**config.mk**
```make
export PLATFORM = sky130hd
export DESIGN_NAME = canon_sequencer
export DESIGN_NICKNAME = d
export VERILOG_FILES = /design/src/rtl/canon_sequencer.sv
export SDC_FILE = /design/constraint.sdc
export NUM_CORES = 1
export LEC_CHECK = 0
export BUFFER_PORTS_ARGS = -buffer_cell sky130_fd_sc_hd__buf_2
export CAP_MARGIN = 15
export CORE_MARGIN = 4
export CORE_UTILIZATION = 62
export DETAILED_ROUTE_END_ITERATION = 10
export PLACE_DENSITY = 0.8
export SYNTH_ARGS = -nofsm -noshare
export SYNTH_HDL_FRONTEND = slang
export SYNTH_SLANG_ARGS = --single-unit
```
**constraint.sdc**
```tcl
create_clock -name clk -period 11.05 [get_ports clk]
set_input_delay 1.6575 -clock clk [delete_from_list [all_inputs] [get_ports clk]]
set_output_delay 1.6575 -clock clk [all_outputs]
set_load 0.02 [all_outputs]
```
**src/rtl/canon_sequencer.sv**
```systemverilog
// canon_sequencer: two-voice step sequencer that plays note pairs from a
// step RAM, decoding each note into a PWM divider and a gated voice enable.
module canon_sequencer #(
  parameter int SEQ_LEN = 32
) (
  input  logic        clk,
  input  logic        rst,
  input  logic        start,
  input  logic        stop,
  input  logic        loop_en,
  input  logic [4:0]  last_step,
  input  logic [23:0] tempo_div,
  input  logic [23:0] gap_len,
  input  logic        wr_en,
  input  logic [4:0]  wr_addr,
  input  logic [5:0]  wr_note1,
  input  logic [5:0]  wr_note2,
  output logic [11:0] divider1,
  output logic [11:0] divider2,
  output logic        gate1,
  output logic        gate2,
  output logic [4:0]  step,
  output logic        playing,
  output logic        step_tick
);

  typedef enum logic [1:0] {
    IDLE,
    FETCH,
    PLAY
  } state_t;

  localparam logic [4:0] LAST_IDX = 5'(SEQ_LEN - 1);

  state_t      state, state_d;
  logic [4:0]  step_d;
  logic [23:0] cnt, cnt_d;
  logic [11:0] div1_d, div2_d;
  logic        act1, act2, act1_d, act2_d;
  logic        gate1_d, gate2_d, tick_d, playing_d;

  logic [11:0] mem [SEQ_LEN];
  logic [11:0] rd;
  logic [12:0] dec1, dec2;
  logic [4:0]  last_eff, step_inc;

  // {non_rest, divider}; divider is only meaningful when non_rest is set
  function automatic logic [12:0] decode(input logic [5:0] n);
    logic [5:0]  idx;
    logic [5:0]  oct;
    logic [3:0]  semi;
    logic [11:0] base;
    logic [12:0] res;
    idx  = n - 6'd1;
    oct  = idx / 6'd12;
    semi = 4'(idx % 6'd12);
    case (semi)
      4'd0:    base = 12'd93;
      4'd1:    base = 12'd88;
      4'd2:    base = 12'd83;
      4'd3:    base = 12'd79;
      4'd4:    base = 12'd74;
      4'd5:    base = 12'd70;
      4'd6:    base = 12'd66;
      4'd7:    base = 12'd62;
      4'd8:    base = 12'd59;
      4'd9:    base = 12'd56;
      4'd10:   base = 12'd52;
      4'd11:   base = 12'd49;
      default: base = 12'd0;
    endcase
    res = 13'd0;
    if (n != 6'd0 && n <= 6'd60) begin
      res[11:0] = (base << (3'd4 - oct[2:0])) - 12'd1;
      res[12]   = 1'b1;
    end
    return res;
  endfunction

  always_ff @(posedge clk) begin
    if (!rst && wr_en && {27'd0, wr_addr} < 32'(SEQ_LEN))
      mem[wr_addr] <= {wr_note1, wr_note2};
  end

  // write-first bypass so a same-cycle write reaches the fetch
  assign rd = (wr_en && wr_addr == step) ?
              {wr_note1, wr_note2} : mem[step];

  assign dec1 = decode(rd[11:6]);
  assign dec2 = decode(rd[5:0]);

  assign last_eff = ({27'd0, last_step} >= 32'(SEQ_LEN)) ?
                    LAST_IDX : last_step;
  assign step_inc = (step >= LAST_IDX) ? 5'd0 : step + 5'd1;

  always_comb begin
    state_d = state;
    step_d  = step;
    cnt_d   = cnt;
    div1_d  = divider1;
    div2_d  = divider2;
    act1_d  = act1;
    act2_d  = act2;
    if (stop) begin
      state_d = IDLE;
    end else begin
      unique case (state)
        IDLE: begin
          if (start) begin
            state_d = FETCH;
            step_d  = 5'd0;
          end
        end
        FETCH: begin
          state_d = PLAY;
          cnt_d   = tempo_div;
          act1_d  = dec1[12];
          act2_d  = dec2[12];
          if (dec1[12]) div1_d = dec1[11:0];
          if (dec2[12]) div2_d = dec2[11:0];
        end
        PLAY: begin
          if (cnt != 24'd0) begin
            cnt_d = cnt - 24'd1;
          end else if (step == last_eff && !loop_en) begin
            state_d = IDLE;
          end else begin
            state_d = FETCH;
            step_d  = (step == last_eff) ? 5'd0 : step_inc;
          end
        end
        default: state_d = IDLE;
      endcase
    end
    gate1_d   = (state_d == PLAY) && act1_d && (cnt_d > gap_len);
    gate2_d   = (state_d == PLAY) && act2_d && (cnt_d > gap_len);
    tick_d    = (state == FETCH) && !stop;
    playing_d = (state_d != IDLE);
  end

  always_ff @(posedge clk) begin
    if (rst) begin
      state     <= IDLE;
      step      <= 5'd0;
      cnt       <= 24'd0;
      divider1  <= 12'd0;
      divider2  <= 12'd0;
      act1      <= 1'b0;
      act2      <= 1'b0;
      gate1     <= 1'b0;
      gate2     <= 1'b0;
      playing   <= 1'b0;
      step_tick <= 1'b0;
    end else begin
      state     <= state_d;
      step      <= step_d;
      cnt       <= cnt_d;
      divider1  <= div1_d;
      divider2  <= div2_d;
      act1      <= act1_d;
      act2      <= act2_d;
      gate1     <= gate1_d;
      gate2     <= gate2_d;
      playing   <= playing_d;
      step_tick <= tick_d;
    end
  end

endmodule

```
# Yosys cells after proc, flatten, opt, wreduce, memory -nomap -nowiden
# Memories as Yosys holds them, arrays and structs flattened. A register that Yosys moved wholly into a read port is not among the register bits.
# Cells that the tools add are included.
# W data, S select, Z words.
[op_classes]
reduce_logical = 22
order_cmp = 4
bitwise = 1
add_sub_neg = 8
eq_ne = 8
muxes = 25
div = 4
shift = 2
[op_table]
columns = ["op", "count"]
rows = [
  ["$mux W24", 2],
  ["$pmux W24 S2", 1],
  ["$mux W5", 7],
  ["$mux W13", 2],
  ["$gt A24 B24 Y1", 1],
  ["$reduce_bool A24 Y1", 1],
  ["$shl A12 B3 Y12", 2],
  ["$sub A12 B1 Y12 const B", 2],
  ["$sub A24 B1 Y24 const B", 1],
  ["$div A6 B4 Y6 const B", 2],
  ["$le A6 B6 Y1 const B", 2],
  ["$mod A6 B4 Y6 const B", 2],
  ["$mux W12", 1],
  ["$reduce_bool A6 Y1", 2],
  ["$sub A6 B1 Y6 const B", 2],
  ["$eq A5 B5 Y1", 2],
  ["$logic_and A1 B1 Y1", 10],
  ["$pmux W5 S2", 1],
  ["$mux W1", 7],
  ["$mux W2", 3],
  ["$ne A2 B2 Y1 const B", 3],
  ["$pmux W2 S3", 1],
  ["$reduce_and A3 Y1", 2],
  ["$sub A3 B3 Y3 const A", 2],
  ["other kinds (9)", 13],
]
[word_totals]
ff_bits = 61
mem_bits_ro = 224
input_bits = 76
mem_bits_rw = 384
memories = 3
word_cells = 88
output_inout_bits = 33
[mem_list]
columns = ["memory", "words", "word_bits", "read_ports", "rd_ports_with_merged_regs", "write_ports", "line_no", "text"]
rows = [
  ["mem", 32, 12, 1, 1, 1, "42", "logic [11:0] mem [SEQ_LEN];"],
  ["(no name shown)", 16, 7, 1, 0, 0, "57", "case (semi)"],
  ["(no name shown)", 16, 7, 1, 0, 0, "57", ""],
]

# Depth between registers and ports, before layout
[depth]
ltp_word = 13
mapped_depth = 40
mapped_depth_nobuf = 33

# Worst setup path before layout
# Ideal clock, no wire load.
[synth_timing]
path_kind = "input to register"
startpoint = "in wr_addr[4]"
endpoint = "reg divider2[10]"
path_slack_ns = 2.724
required_time_ns = 10.964
arrival_time_ns = 8.240
stages = 34
path_buffers = 5
setup_time_ns = 0.086
path_cell_list = "clkbuf_1 xnor2_1 nand4_1 nor2_1 o41ai_1 inv_1 ha_1 clkbuf_1 nand4_1 and2_1 ha_1 clkbuf_1 inv_1 nand3_1 a41oi_1 a211o_1 a31oi_1 xnor2_1 ha_1 clkbuf_1 inv_1 nand2_1 inv_1 ha_1 xor2_1 clkbuf_1 nor2_1 nand2_1 ha_1 inv_1 o311ai_0 and4_1 xor2_1 a211oi_1"
[synth_via]
elab_chain_cells = 9
word_cells_on_any_way = 15
cone_classes = "3 x add/sub; 2 x div; 1 x order compare; 1 x eq/ne; 1 x shift; 2 x mux; 4 x reduce/logical; 1 x memory"
[synth_lines]
columns = ["item", "line_no", "text"]
rows = [
  ["from (decl)", "15", "input logic [4:0] wr_addr,"],
  ["$eq A5 B5 Y1 (*)", "86", "assign rd = (wr_en && wr_addr == step) ?"],
  ["$logic_and A1 B1 Y1 (*)", "86", ""],
  ["$mux W12 (*)", "86", ""],
  ["$sub A6 B1 Y6", "54", "idx = n - 6'd1;"],
  ["$mod A6 B4 Y6 or $div A6 B4 Y6 (tied branches)", "56, 55", ""],
  ["$mem_v2 Z16 W7 or $sub A3 B3 Y3 (tied branches)", "n/a", ""],
  ["$shl A12 B3 Y12", "74", "res[11:0] = (base << (3'd4 - oct[2:0])) - 12'd1;"],
  ["$sub A12 B1 Y12", "74", ""],
  ["$mux W13 (*)", "73", "if (n != 6'd0 && n <= 6'd60) begin"],
  ["to (signal assigned)", "159", "divider2 <= div2_d;"],
  ["to (decl)", "19", "output logic [11:0] divider2,"],
]
# Every way passes the cells marked *; elsewhere a longest branch is shown, timed or not.
# A chain may end at the register's enable or synchronous reset.

==> impl_metrics.py <==
metrics = {
    "floorplan": {
        "die_height_um": 198,
        "placementRows": 69,
        "start_util": 0.630,
        "coreArea_um2": 35600,
        "ios": 109,
        "die-area_um2": 39200,
        "die_w_um": 198,
    },
    "yosys": {
        "ys_top_cells_by_area": "edfxtp_1 51%, dfxtp_1 5.9%, mux4_2 5.2%",
        "synth_most_common_cell": "edfxtp_1",
        "synth_fp_nets": 1865,
        "yosysSeqAreaShare": 0.574,
        "synth_edf_count": 384,
        "yosys_warnings": 0,
        "avgSynthCellArea_um2": 12.9,
        "yosys-top-cells-count": "384 x edfxtp_1, 135 x nor2_1, 107 x mux2i_1",
        "synth_area_um2": 22400,
        "synth_flop_cell": "edfxtp_1",
        "synth_seq_cells": 450,
        "synth_top_area_share": 0.515,
        "synth_top_cell_by_area": "edfxtp_1",
        "synthCells": 1735,
        "async_reset_ff_frac": 0,
        "synth.distinct_cells": 108,
    },
    "pwr": {
        "pwr-share-comb": 0.084,
        "ir_drop_v": 0.000177,
        "powerDensity_nw_per_um2": 149,
        "p_seq_frac": 0.504,
        "power_frac_clock": 0.412,
        "p_int_uw": 2820,
        "p_sw_frac": 0.237,
        "p_leak_uw": 0.00852,
        "p_sw_uw": 878,
    },
    "timing": {
        "period_minus_slack_ps": 9230,
        "fin_crit_sh": 0.835,
        "relSlewSlack": 0.220,
        "setup_viol": 0,
        "fmax_mhz": 108,
        "final-hold-violation-count": 0,
        "fin_skew_ps": 53.5,
        "tightest_slew_ps": 1170,
        "drv_slew": 0,
        "setup_ws_ps": 1820,
        "rsz0062_at_grt": "false",
        "setup_tns_ps": 0,
    },
    "worst_setup_path": {
        "cp_max_fo": 44,
        "endpoint_kind": "flip-flop",
        "required_ps": 11530,
        "critPathArrivalTime_ps": 9710,
        "slowest_stage": "dfxtp_4",
        "cp_common_cell": "ha_1",
        "critical_path_class": "flip-flop to flip-flop",
        "cp-start-kind": "flip-flop",
        "cpPeakStageDelay_ps": 870,
    },
    "detailed_routing": {
        "ant_nets": 0,
        "vias_per_cell": 6.65,
        "wl_mm": 58.6,
        "drc": 0,
        "initialDrtViolationCount": 1646,
        "first_pass_iters": 6,
        "drt-wirelength-per-cell_um": 24.9,
        "num_vias": 15600,
    },
    "clock_network": {
        "cts_tree": "yes",
        "holdBufCountCts": 0,
        "cts_resized": 0,
        "cts_setup_buffers": 0,
        "cts_max_level": 2,
        "numCtsBuffers": 45,
        "clockBufferDepth": 3,
        "clk_pin_slew_worst_paths_ps": 60,
        "cts_root_buf": "clkbuf_16",
        "clock_latency_ps": 610,
        "numClockSinks": 450,
    },
    "global_routing": {
        "grt_antenna_before_repair": 0,
        "grt_max_degree": 62,
        "first_global_vias": 15300,
        "grt_pass1_wl_mm": 89.0,
        "overflow": 0,
        "grtUsageTotal": 0.297,
    },
    "run": {
        "max_cap_violations": 0,
    },
    "final_layout": {
        "multiInputGateArea_um2": 8790,
        "regArea_um2": 12900,
        "num_antenna_cells": 0,
        "fillCellCount": 2409,
        "drive_above_1_share": 0.183,
        "final_nets": 1983,
        "area_growth_pct": 11.0,
    },
    "worst_hold_path": {
        "min_path_type": "flip-flop to flip-flop",
    },
    "placed_design": {
        "hpwl_mm": 37.9,
        "gp_congestion": 0.904,
        "place_ws_ps": 1700,
        "io_buffers": 108,
    },
    "outcome": {
        "run_status": "finished clean",
    },
}
-- registers in the layout, summed over array words and instances, names as in the netlist, named ones only --
name       count
act1           1
mem          384
step           5
act2           1
playing        1
cnt           24
gate1          1
gate2          1
divider2      12
divider1      12
state          2
step_tick      1
-- power groups by stage --
stage	Sequential, uW	Clock, uW	Combinational [uW]
finish	1860	1530	310
global route	1860	1620	341
CTS	1860	1540	304
detailed placement	1900	0	302
global placement	1900	0	298
floorplan	1900	0	204
-- cell type report --
class	count	share of cell area
Clock buffer	52	0.0463
Clock inverter	31	0.0130
Multi-Input combinational cell	1134	0.353
Timing Repair Buffer	158	0.0370
Tap cell	461	0.0232
Inverter	64	0.00966
Sequential cell	450	0.517
-- worst max-delay path, delay by kind of cell, from the launching register on --
| family | cells | cell delay, ps |
|---|---|---|
| and+or+nand+nor | 8 | 2010 |
| AOI/OAI and AO/OA | 7 | 1610 |
| adders and majority gates | 4 | 1610 |
| xor gates and xnor gates | 4 | 1190 |
| muxes | 2 | 1070 |
| DFF | 1 | 870 |
| buffers and inverters | 2 | 730 |
-- per-stage QoR --
step	hold slack, ps	util	power (uW)	instance area, um^2	cells
floorplan	445	-	2110	22400	1735
global placement	440	0.657	2200	23400	2266
detailed placement	443	0.657	2200	23400	2266
CTS	451	0.699	3700	24900	2349
global route	487	0.699	3820	24900	2350
finish	448	0.699	3700	24900	2350
-- path summary, 6_finish.rpt --
| check | startpoint | endpoint | slack [ps] | cells after the start |
|---|---|---|---|---|
| min | divider1[9] | divider1[9] | 450 | 2 |
| max reg2reg | flip-flop | divider1[7] | 1820 | 27 |
| max | flip-flop | divider1[7] | 1820 | 27 |
| min reg2reg | divider1[9] | divider1[9] | 450 | 2 |
-- routing by layer --
| metal | GRT usage | routed length, um | part of all wire |
|---|---|---|---|
| met2 | 0.494 | 28500 | 0.49 |
| met1 | 0.387 | 22100 | 0.38 |
| met4 | 0.126 | 2650 | 0.045 |
| met5 | 0 | 0 | 0 |
| met3 | 0.0577 | 5320 | 0.091 |
-- cell families (layout without fill, tap and decap cells) --
kind of cell	count (synthesis)	count (layout)	share of synthesized area
compound gates	373	373	0.123
xor+xnor	37	37	0.0148
fa+ha+maj	54	54	0.0302
buf+inv	151	305	0.0345
flops	450	450	0.574
mux	175	175	0.110
simple gates	495	495	0.115
-- cells in the final DEF, fill, tap and decap left out, types with 13 or more instances in the layout --
master / n
a211oi_1: 22
a21oi_1: 66
a22o_1: 13
a22oi_1: 44
and3_1: 14
buf_2: 108
buf_4: 49
clkbuf_16: 45
dfxtp_1: 63
edfxtp_1: 384
ha_1: 54
inv_1: 57
mux2_2: 13
mux2i_1: 107
mux4_2: 52
nand2_1: 102
nand2b_1: 15
nand3_1: 35
nand4_1: 17
nor2_1: 135
nor2b_1: 45
nor3_1: 32
o21ai_0: 53
o22ai_1: 15
or3_1: 23
xnor2_1: 24
Note: power is estimated with default switching activity, not from simulation.
